### config.mk
export PLATFORM = sky130hd
export DESIGN_NAME = control_32
export DESIGN_NICKNAME = d
export VERILOG_FILES = /design/src/rtl/mips_pkg.sv /design/src/rtl/control_decode.sv /design/src/rtl/control_32.sv
export SDC_FILE = /design/constraint.sdc
export NUM_CORES = 1
export LEC_CHECK = 0
export BUFFER_PORTS_ARGS = -buffer_cell sky130_fd_sc_hd__buf_2
export CORE_AREA = 4 4 41 43
export DETAILED_ROUTE_END_ITERATION = 10
export DIE_AREA = 0 0 45 47
export GPL_TIMING_DRIVEN = 0
export PLACE_DENSITY = 0.66
export SETUP_SLACK_MARGIN = 0.05
export SLEW_MARGIN = 20
export SYNTH_ARGS = -nofsm -noshare
export SYNTH_HDL_FRONTEND = slang
export SYNTH_SLANG_ARGS = --single-unit
### constraint.sdc
create_clock -name clk -period 0.8 [get_ports clk]
set_input_delay 0.04 -clock clk [delete_from_list [all_inputs] [get_ports clk]]
set_output_delay 0.04 -clock clk [all_outputs]
set_load 0.01 [all_outputs]
### src/rtl/mips_pkg.sv
`default_nettype none
// ============================================================================
// Module      : mips_pkg
// Description : Shared opcodes, ALU-op classes and control-word type for the
//               32-bit MIPS main control path.
// Revision    : 1.0 - initial release
// ============================================================================
package mips_pkg;

  localparam logic [5:0] OP_RTYPE = 6'b000000;
  localparam logic [5:0] OP_LW    = 6'b100011;
  localparam logic [5:0] OP_SW    = 6'b101011;
  localparam logic [5:0] OP_BEQ   = 6'b000100;
  localparam logic [5:0] OP_ADDI  = 6'b001000;
  localparam logic [5:0] OP_J     = 6'b000010;

  localparam logic [1:0] ALUOP_ADD   = 2'b00;
  localparam logic [1:0] ALUOP_SUB   = 2'b01;
  localparam logic [1:0] ALUOP_FUNCT = 2'b10;

  typedef struct packed {
    logic       reg_write;
    logic       reg_dst;
    logic       alu_src;
    logic       branch;
    logic       mem_write;
    logic       mem_read;
    logic       mem_toreg;
    logic       jump;
    logic [1:0] alu_op;
    logic       err;
  } ctrl_word_t;

endpackage : mips_pkg
`default_nettype wire

### src/rtl/control_decode.sv
`default_nettype none
// ============================================================================
// Module      : control_decode
// Description : Purely combinational opcode to control-word decoder.
// Revision    : 1.0 - initial release
// ============================================================================
module control_decode
  import mips_pkg::*;
(
  input  logic [5:0]  opcode,
  output ctrl_word_t  ctrl
);

  always_comb begin
    ctrl = '0;
    case (opcode)
      OP_RTYPE: begin
        ctrl.reg_write = 1'b1;
        ctrl.reg_dst   = 1'b1;
        ctrl.alu_op    = ALUOP_FUNCT;
      end
      OP_LW: begin
        ctrl.reg_write = 1'b1;
        ctrl.alu_src   = 1'b1;
        ctrl.mem_read  = 1'b1;
        ctrl.mem_toreg = 1'b1;
        ctrl.alu_op    = ALUOP_ADD;
      end
      OP_SW: begin
        ctrl.alu_src   = 1'b1;
        ctrl.mem_write = 1'b1;
        ctrl.alu_op    = ALUOP_ADD;
      end
      OP_BEQ: begin
        ctrl.branch    = 1'b1;
        ctrl.alu_op    = ALUOP_SUB;
      end
      OP_ADDI: begin
        ctrl.reg_write = 1'b1;
        ctrl.alu_src   = 1'b1;
        ctrl.alu_op    = ALUOP_ADD;
      end
      OP_J: begin
        ctrl.jump      = 1'b1;
      end
      // Unsupported opcodes keep every strobe low so no write can leak out.
      default: begin
        ctrl.err       = 1'b1;
      end
    endcase
  end

endmodule : control_decode
`default_nettype wire

### src/rtl/control_32.sv
`default_nettype none
// ============================================================================
// Module      : control_32
// Description : Main control unit for the 32-bit MIPS datapath; decoded
//               control strobes are registered once with async reset.
// Revision    : 1.0 - initial release
// ============================================================================
module control_32
  import mips_pkg::*;
(
  input  logic       clk,
  input  logic       rst_n,
  input  logic [5:0] opcode,
  output logic [1:0] alu_op,
  output logic       mem_toreg,
  output logic       mem_write,
  output logic       mem_read,
  output logic       branch,
  output logic       alu_src,
  output logic       reg_dst,
  output logic       reg_write,
  output logic       jump,
  output logic       err_illegal_opcode
);

  ctrl_word_t w_ctrl;
  ctrl_word_t r_ctrl;

  control_decode u_control_decode (
    .opcode (opcode),
    .ctrl   (w_ctrl)
  );

  // Registering the whole word keeps the outputs glitch-free between edges.
  always_ff @(posedge clk or negedge rst_n) begin
    if (!rst_n) begin
      r_ctrl <= '0;
    end else begin
      r_ctrl <= w_ctrl;
    end
  end

  assign reg_write          = r_ctrl.reg_write;
  assign reg_dst            = r_ctrl.reg_dst;
  assign alu_src            = r_ctrl.alu_src;
  assign branch             = r_ctrl.branch;
  assign mem_write          = r_ctrl.mem_write;
  assign mem_read           = r_ctrl.mem_read;
  assign mem_toreg          = r_ctrl.mem_toreg;
  assign jump               = r_ctrl.jump;
  assign alu_op             = r_ctrl.alu_op;
  assign err_illegal_opcode = r_ctrl.err;

endmodule : control_32
`default_nettype wire

==> results of run 1 <==
==> kinds of logic after synthesis <==
family / after synthesis / synth area share
flops: 9 / 0.596
compound gates: 4 / 0.0960
buf+inv: 3 / 0.0496
simple gates: 14 / 0.258
==> synthesized netlist by cell type (all sizes together) <==
cell type | number | area share
nor2 | 1 | 0.0099
a211oi | 2 | 0.053
and4b | 1 | 0.026
nor2b | 2 | 0.033
inv | 1 | 0.0099
or4b | 1 | 0.026
a2111oi | 1 | 0.023
nor3 | 1 | 0.013
nand4b | 1 | 0.023
nand3 | 1 | 0.013
nor4b | 2 | 0.046
nor4 | 2 | 0.033
dfrtp | 9 | 0.60
and3 | 1 | 0.017
o31ai | 1 | 0.020
or3 | 1 | 0.017
buf | 2 | 0.040
==> layout by cell type (no fill, tap or decap), drive strengths merged, types with 2 or more instances in the layout <==
| master | netlist | routed |
|---|---|---|
| a211oi | 2 | 2 |
| nor4b | 2 | 2 |
| nor4 | 2 | 2 |
| buf | 2 | 20 |
| dfrtp | 9 | 9 |
| nor2b | 2 | 2 |
| clkbuf | 0 | 4 |
==> layer usage <==
metal,vias up,global-route usage,part of all wire
met5,-,0,0
met4,0,0.158,0.036
met3,2,0.0383,0.076
met2,12,0.127,0.52
met1,156,0.0896,0.37
li1,160,-,-
==> worst max-delay path by stage <==
| stage | end | slack [ns] | cells after the start |
|---|---|---|---|
| final | alu_op[0] | -0.09 | 2 |
| after global routing | mem_toreg | -0.15 | 2 |
| after CTS | mem_toreg | -0.12 | 2 |
| after detailed placement | alu_src | -0.18 | 3 |
| after global placement | alu_src | -0.19 | 3 |
| after floorplan | alu_src | -0.02 | 2 |
==> critical path: stages, from the launching register on <==
cell     delay (ns)
dfrtp_1        0.38
buf_6          0.11
buf_6          0.11
==> sequential cells by signal (all words and copies together) (netlist names) <==
name	count
alu_op	1
alu_src	1
branch	1
err_illegal_opcode	1
jump	1
mem_read	1
mem_write	1
reg_dst	1
reg_write	1
==> where the power goes <==
group / switching (mW) / internal (mW) / total (mW)
clock network: 0.142 / 0.191 / 0.333
logic: 0.0568 / 0.0408 / 0.0977
registers: 0.00180 / 0.463 / 0.465
==> timing repair <==
item	CTS	global route
hold endpoints to repair	9	0
cloned	0	0
gates resized for setup	4	0
setup endpoints to repair	11	11
hold buffers	1	0
==> layout make-up <==
cell class | instances | area (µm²) | area share
Buffer | 2 | 22.5 | 0.0406
Inverter | 1 | 3.75 | 0.00677
Tap cell | 15 | 18.8 | 0.0339
Clock buffer | 4 | 26.3 | 0.0474
Sequential cell | 9 | 225 | 0.406
Timing Repair Buffer | 19 | 113 | 0.203
Multi-Input combinational cell | 18 | 145 | 0.262
==> metrics by stage <==
| step | instances | hold WS (ns) |
|---|---|---|
| floorplan | 30 | -0.256 |
| global placement | 63 | -0.106 |
| detailed placement | 63 | -0.105 |
| CTS | 68 | 0.0198 |
| global route | 68 | 0.0100 |
| finish | 68 | 0.0367 |
==> results.md, run 1 <==
- Number of cells traversed by the worst hold path: 2
- Util after Layout: 0.426
- Global-route wire length before repair: 1280 µm
- Number of global-route vias before repair: approximately 300
- Clk slew on worst S/H paths: ~0.060 ns
- Arrival time at the worst endpoint: between 0.8 and 0.9 ns
- Post-synthesis instance total: 30
- Routed length per placed instance: roughly 11 µm
- Pin count of the biggest net entering global routing: 10
- Critical path data required time: around 0.76 ns
- Number of fill cells in the layout: 136
- Synth Area per Inst: 12.6 µm²
- Actual transition at the worst max-transition pin: 0.352 ns
- IO Pins: 19
- Antenna violation net count after detailed routing: 0
- Port Buf Inserts: 18
- Post-Route Setup TNS: -0.220 ns
- Hold path startpoint: opcode[4]
- Synthesized area: 378 µm²
- Standard cell core area: 1300 µm²
- Die outline height: 47 µm
- Part of the cycle the worst path needs: 1.12
- Violations in the final reports: negative setup slack
- Number of distinct library cells after synthesis: 18
- Crit path setup slack, layout: -0.0946 ns
- Total gr overflow: 0
- TritonCTS clock tree: built
- PnR Total Power: 0.895 mW
- Type of element launching the critical path: flip-flop
- Initial cell density of the core: 0.290
- Kind of critical path: flip-flop to output port
- HP Class: input port to flip-flop
- Critical Path Start: branch
- Result of the run: complete, but fails checks
- Count of warnings emitted by yosys: 0
- Detailed-route wire length: 749 µm
- H-tree lvl count: 1
- Area enclosed by the die boundary: 2120 µm²
- Critical Path Fanout Max: 2
- Starting DRT DRC Count: 0
- Buffer depth of the longest clock path: 2
- Highest achievable clock rate: 1120 MHz
- Worst setup EP type: output port
- Number of pins with negative max-slew slack in the final report: 0
- Shortest clock period the worst path allows after layout: 0.895 ns
- Peak ir drop on the vdd network: 0.000580 V
- Post-placement setup slack: -0.183 ns
- Unrepaired setup endpoints after global routing: yes
- Clock buffer count from CTS: 3
- Post-CTS Setup Bufs: 0
- Net count after synthesis: 38
- Static Leakage: 0.278 nW
- Num Clock Sinks: 9
- Total number of vias: 330
- Antenna diode instance count: 0
- Sequential area share after synthesis: 0.596
- Avg Vias per Cell: 4.85
- Final count of hold timing violations: 0
- Placed wire-length estimate: 585 µm
- Remaining routing DRC violations: 0
- Net total in the final layout: 62
- Chip Width: 45 µm
- Power density over cell area: roughly 1600 nW/µm²
- Headroom to the max-slew limit: 0.759
- Syn-to-layout area delta: 46.7%
- Number of antenna violations at the first check in global routing: 0
- Max-cap violation count: 0
- Count of TritonRoute iterations in the first routing pass: 1
- Number of endpoints failing setup at the final stage: 4
- Finished layout cell area: 554 µm²
- Number of standard-cell rows in the floorplan: 13
- Number of synthesized register bits: 9
- Clock root buffer master: clkbuf_4
- Destination of the worst hold path: alu_src
- Area of placed instances: 498 µm²
- Gp weighted congestion: 0.669
- Global Route Usage Sum: 0.0960
- Layout cell share with drive strength beyond 1: 0.491
(Power assumes the default switching activity.)
==> run 2, diff against run 1 <==
--- a/config.mk
+++ b/config.mk
@@ -7,11 +7,13 @@
 export LEC_CHECK = 0
 export BUFFER_PORTS_ARGS = -buffer_cell sky130_fd_sc_hd__buf_2
 export CORE_AREA = 4 4 41 43
+export CTS_BUF_LIST = sky130_fd_sc_hd__clkbuf_8
 export DETAILED_ROUTE_END_ITERATION = 10
 export DIE_AREA = 0 0 45 47
 export GPL_TIMING_DRIVEN = 0
 export PLACE_DENSITY = 0.66
 export SETUP_SLACK_MARGIN = 0.05
+export SKIP_LAST_GASP = 1
 export SLEW_MARGIN = 20
 export SYNTH_ARGS = -nofsm -noshare
 export SYNTH_HDL_FRONTEND = slang
==> results.md, run 2 (synthesis results as in run 1) <==
- Result of the run: complete, but fails checks
- Violations in the final reports: negative setup slack
- Placed wire-length estimate: 585 µm (unchanged)
- Post-placement setup slack: -0.183 ns (unchanged)
- Number of fill cells in the layout: 130 (-4.4%)
- Die outline height: 47 µm (unchanged)
- Area enclosed by the die boundary: 2120 µm² (unchanged)
- Final Hold Slack: 0.0601 ns (+0.0234 ns)
- Number of cells traversed by the worst hold path: 2 (unchanged)
- Starting DRT DRC Count: 0 (unchanged)
- Kind of critical path: flip-flop to output port
- Static Leakage: 0.295 nW (+6.4%)
- Num Clock Sinks: 9 (unchanged)
- Headroom to the max-slew limit: 0.759 (-0.000853)
- Crit path setup slack, layout: -0.0667 ns (+0.0279 ns)
- Met2 layer wire length in the routed design: 352 µm (-9.0%)
- Highest achievable clock rate: 1150 MHz (+3.2%)
- Detailed-route wire length: 756 µm (+0.93%)
- Detailed-routed wire length on met3: 54 µm (-5.3%)
- Global Route Usage Sum: 0.0928 (-0.00320)
- Net total in the final layout: 62 (unchanged)
- Antenna violation net count after detailed routing: 0 (unchanged)
- Type of element launching the critical path: flip-flop
- Actual transition at the worst max-transition pin: 0.353 ns (+0.00125 ns)
- Antenna diode instance count: 0 (unchanged)
- Arrival time at the worst endpoint: 0.83 ns (-0.02 ns)
- Buffer depth of the longest clock path: 2 (unchanged)
- Util after Layout: 0.453 (+0.0269)
- Destination of the worst hold path: alu_src
- Footprint of the multi-input gates: 149 µm² (+2.6%)
- Gp weighted congestion: 0.669 (unchanged)
- Chip Width: 45 µm (unchanged)
- Max-cap violation count: 0 (unchanged)
- Number of endpoints failing setup at the final stage: 2 (-2)
- Worst setup EP type: output port
- Avg Vias per Cell: 4.87 (+0.30%)
- Peak ir drop on the vdd network: 0.000702 V (+21%)
- Most common library cell in the layout ignoring fill and taps: buf_2
- Critical path data required time: 0.76 ns (about the same)
- Hold path startpoint: opcode[4]
- Clock buffer count from CTS: 3 (unchanged)
- Syn-to-layout area delta: 56.0%
- Placed Instances: 63 (unchanged)
- Final count of hold timing violations: 0 (unchanged)
- Shortest clock period the worst path allows after layout: 0.867 ns (-0.0279 ns)
- Initial cell density of the core: 0.290 (unchanged)
- TritonCTS clock tree: built
- Global-route wire length before repair: 1270 µm (-0.55%)
- H-tree lvl count: 1 (unchanged)
- Total gr overflow: 0 (unchanged)
- Total number of vias: 331 (+0.30%)
- Clock root buffer master: clkbuf_8
- Part of the cycle the worst path needs: 1.08 (-0.0348)
- Commonest cells after routing, fill and taps aside: buf_2, dfrtp_1, buf_6
- Routed length per placed instance: 11.1 µm (+0.93%)
- Power density over cell area: 1810 nW/µm² (+12%)
- M1 WL: 299 µm (+7.9%)
- Port Buf Inserts: 18 (unchanged)
- Number of standard-cell rows in the floorplan: 13 (unchanged)
- Max layer used: met4
- Count of TritonRoute iterations in the first routing pass: 1 (unchanged)
- HP Class: input port to flip-flop
- IO Pins: 19 (unchanged)
- Number of pins with negative max-slew slack in the final report: 0 (unchanged)
- Pin count of the biggest net entering global routing: 10 (unchanged)
- Clk slew on worst S/H paths: 0.04 ns (-0.02 ns)
- Layout cell share with drive strength beyond 1: 0.509 (+0.0189)
- Storage cell area: 225 µm² (unchanged)
- Critical Path Fanout Max: 2 (unchanged)
- Standard cell core area: 1300 µm² (unchanged)
- Number of antenna violations at the first check in global routing: 0 (unchanged)
- Final Non-Filler Cells: 68 (unchanged)
- Remaining routing DRC violations: 0 (unchanged)
- PnR Total Power: 1.07 mW (+19%)
- Number of global-route vias before repair: 289 (-1.0%)
- Unrepaired setup endpoints after global routing: yes
run 2: changes by cell type in the layout (fill, tap and decap cells not counted), sizes merged:
cell	before	now
clkbuf	4	3
inv	1	2
run 2: final cells by class:
cell class | instances | share of cell area
inverters | 1 | 0.00637
flip-flops and latches | 9 | 0.382
plain buffers | 2 | 0.0382
repair buffers | 19 | 0.212
clock buffers | 3 | 0.0701
well taps | 15 | 0.0318
multi-input cells | 18 | 0.253
clock inverters | 1 | 0.00637
run 2: report_power, final:
| group | switching (mW) | total [mW] | leakage, nW | internal [mW] |
|---|---|---|---|---|
| logic | 0.0569 | 0.105 | 0.148 | 0.0484 |
| clock network | 0.162 | 0.494 | 0.0269 | 0.332 |
| registers | 0.00181 | 0.467 | 0.120 | 0.465 |
| total | 0.220 | 1.07 | 0.295 | 0.846 |
run 2: metal layers:
layer | track usage | up-vias
met5 | 0 | -
met4 | 0.158 | 0
met3 | 0.0153 | 4
met2 | 0.127 | 14
met1 | 0.0943 | 153
li1 | - | 160
run 2: worst max path at each step:
stage                           end  cells after the start  startpoint
after global placement      alu_src                      3   opcode[1]
after CTS                 mem_toreg                      2    mem_read
after global routing      mem_toreg                      2    mem_read
final                     mem_toreg                      2    mem_read
after detailed placement    alu_src                      3   opcode[1]
after floorplan             alu_src                      2   opcode[1]
run 2: timing repair:
action / CTS / global route
gates cloned: 0 / 0
gates resized for setup: 4 / 7
endpoints found under the setup margin: 12 / 12
endpoints found under the hold margin: 9 / 0
hold buffers: 1 / 0
pin swaps: 1 / 2
buffers inserted: 0 / 0
run 2: metrics by stage:
| step | setup TNS (ns) | cell area (µm²) |
|---|---|---|
| after floorplan | -0.0208 | 389 |
| after global placement | -0.428 | 498 |
| after detailed placement | -0.480 | 498 |
| after CTS | -0.151 | 573 |
| after global routing | -0.236 | 589 |
| final | -0.129 | 589 |
run 2: worst max-delay path: stages, from the launching register on:
cell and delay (ns):
dfrtp_1 0.38, buf_6 0.12, buf_6 0.11
==> run 3, diff against run 2 <==
--- a/config.mk
+++ b/config.mk
@@ -11,7 +11,7 @@
 export DETAILED_ROUTE_END_ITERATION = 10
 export DIE_AREA = 0 0 45 47
 export GPL_TIMING_DRIVEN = 0
-export PLACE_DENSITY = 0.66
+export PLACE_DENSITY = 0.64
 export SETUP_SLACK_MARGIN = 0.05
 export SKIP_LAST_GASP = 1
 export SLEW_MARGIN = 20
==> constraint.sdc (replaced) <==
create_clock -name clk -period 1.07 [get_ports clk]
set_input_delay 0.0535 -clock clk [delete_from_list [all_inputs] [get_ports clk]]
set_output_delay 0.0535 -clock clk [all_outputs]
set_load 0.01 [all_outputs]
==> results.md, run 3 (synthesis results as in run 1) <==
- Result of the run: completed
- Chip Width: 45 µm (unchanged)
- Buffer depth of the longest clock path: 2 (unchanged)
- Standard cell core area: 1300 µm² (unchanged)
- Initial cell density of the core: 0.290 (unchanged)
- Cells traversed along the worst timing path: buf_4 -> buf_2
- Worst setup EP type: output port
- Critical path data required time: 1.02 ns (+0.26 ns)
- Number of endpoints failing setup at the final stage: 0 (-2)
- Pin count of the biggest net entering global routing: 10 (unchanged)
- Crit path setup slack, layout: 0.172 ns (+0.238 ns)
- Remaining routing DRC violations: 0 (unchanged)
- Number of global-route vias before repair: 301 (+4.2%)
- Routed length per placed instance: 10.8 µm (-3.0%)
- Num Clock Sinks: 9 (unchanged)
- Post-Route Setup TNS: 0 ns (+0.129 ns)
- Total gr overflow: 0 (unchanged)
- Max-cap violation count: 0 (unchanged)
- Net total in the final layout: 62 (unchanged)
- Count of hold buffers inserted by post-cts repair: 1 (unchanged)
- Layout cell share with drive strength beyond 1: 0.453 (-0.0566)
- Number of standard-cell rows in the floorplan: 13 (unchanged)
- Placed wire-length estimate: 559 µm (-4.4%)
- Max incr delay on CP: 0.37 ns (about the same)
- Critical Path Fanout Max: 2 (unchanged)
- Highest achievable clock rate: 1110 MHz
- HP Class: input port to flip-flop
- Power density over cell area: 1460 nW/µm² (-19%)
- Peak ir drop on the vdd network: 0.000537 V (-23%)
- Final count of hold timing violations: 0 (unchanged)
- Global-route wire length before repair: 1260 µm (-0.55%)
- Number of fill cells in the layout: 145 (+12%)
- Critical-path top delay cell: dfrtp_1
- Post-CTS Setup Bufs: 0 (unchanged)
- Post-placement setup slack: 0.0349 ns (+0.218 ns)
- Shortest clock period the worst path allows after layout: 0.898 ns
- Headroom to the max-slew limit: 0.766 (+0.00745)
- Detailed-route wire length: 733 µm (-3.0%)
- Clock root buffer master: clkbuf_8
- IO Pins: 19 (unchanged)
- TritonCTS clock tree: built
- Gp weighted congestion: 0.702 (+4.9%)
- Util after Layout: 0.416 (-0.0365)
- Kind of critical path: flip-flop to output port
- Global Route Usage Sum: 0.0928 (unchanged)
- Unrepaired setup endpoints after global routing: no
- Die outline height: 47 µm (unchanged)
- Post-CTS Resized: 0 (-4)
- Commonest cells after routing, fill and taps aside: buf_2, dfrtp_1, clkbuf_8
- Number of pins with negative max-slew slack in the final report: 0 (unchanged)
- Area enclosed by the die boundary: 2120 µm² (unchanged)
- Antenna violation net count after detailed routing: 0 (unchanged)
- Family of cells with the greatest summed delay on the critical path: flip-flops
- Port Buf Inserts: 18 (unchanged)
- Arrival time at the worst endpoint: 0.84 ns (about the same)
- Starting DRT DRC Count: 11 (+11)
- Actual transition at the worst max-transition pin: 0.342 ns (-0.0109 ns)
- Clock buffer count from CTS: 3 (unchanged)
- Clk slew on worst S/H paths: 0.04 ns (about the same)
- Number of antenna violations at the first check in global routing: 0 (unchanged)
- Avg Vias per Cell: 4.85 (-0.30%)
- Part of the cycle the worst path needs: 0.840
- Antenna diode instance count: 0 (unchanged)
- Type of element launching the critical path: flip-flop
- Count of TritonRoute iterations in the first routing pass: 4 (+3)
- Static Leakage: 0.284 nW (-3.7%)
- Buffers plus inverters on the worst setup path: 2 (unchanged)
- H-tree lvl count: 1 (unchanged)
- Most common library cell in the layout ignoring fill and taps: buf_2
- Total number of vias: 330 (-0.30%)
- Syn-to-layout area delta: 43.4%
-- run 3: cell counts in the layout (fill, tap and decap cells not counted) --
No cell type changed its count.
-- run 3: path summary, 6_finish.rpt --
check                           from         to  cells past startpoint
min in group asynchronous      rst_n   mem_read                      2
worst min-delay path       opcode[4]    alu_src                      2
max in group asynchronous      rst_n       jump                      2
worst max-delay path        mem_read  mem_toreg                      2
-- run 3: routing by layer --
layer / GRT usage / up-vias / part of all wire
met5: 0 / - / 0
met4: 0.140 / 0 / 0.044
met3: 0.0230 / 3 / 0.095
met2: 0.130 / 17 / 0.45
met1: 0.0943 / 146 / 0.41
li1: - / 164 / -
-- run 3: final cells by class --
type / instances / area (µm²) / share of cell area
flip-flops and latches: 9 / 225 / 0.416
plain buffers: 2 / 15.0 / 0.0277
clock inverters: 1 / 3.75 / 0.00693
well taps: 15 / 18.8 / 0.0346
inverters: 1 / 3.75 / 0.00693
multi-input cells: 18 / 134 / 0.247
clock buffers: 3 / 41.3 / 0.0762
repair buffers: 19 / 100 / 0.185
-- run 3: per-stage QoR --
step / power, mW / cell area, µm² / std cells / hold slack (ns)
6_report: 0.792 / 542 / 68 / 0.0693
5_1_grt: 0.837 / 542 / 68 / 0.0707
4_1_cts: 0.805 / 542 / 68 / 0.0635
3_5_place_dp: 0.420 / 487 / 63 / -0.0921
3_3_place_gp: 0.419 / 487 / 63 / -0.0943
2_1_floorplan: 0.375 / 378 / 30 / -0.242
-- run 3: report_power, final --
| part | leakage, nW | switching (mW) | internal (mW) | total [mW] |
|---|---|---|---|---|
| Clock | 0.0269 | 0.125 | 0.249 | 0.374 |
| Combinational | 0.137 | 0.0408 | 0.0276 | 0.0684 |
| Sequential | 0.120 | 0.00127 | 0.347 | 0.349 |
| Total | 0.284 | 0.168 | 0.624 | 0.792 |
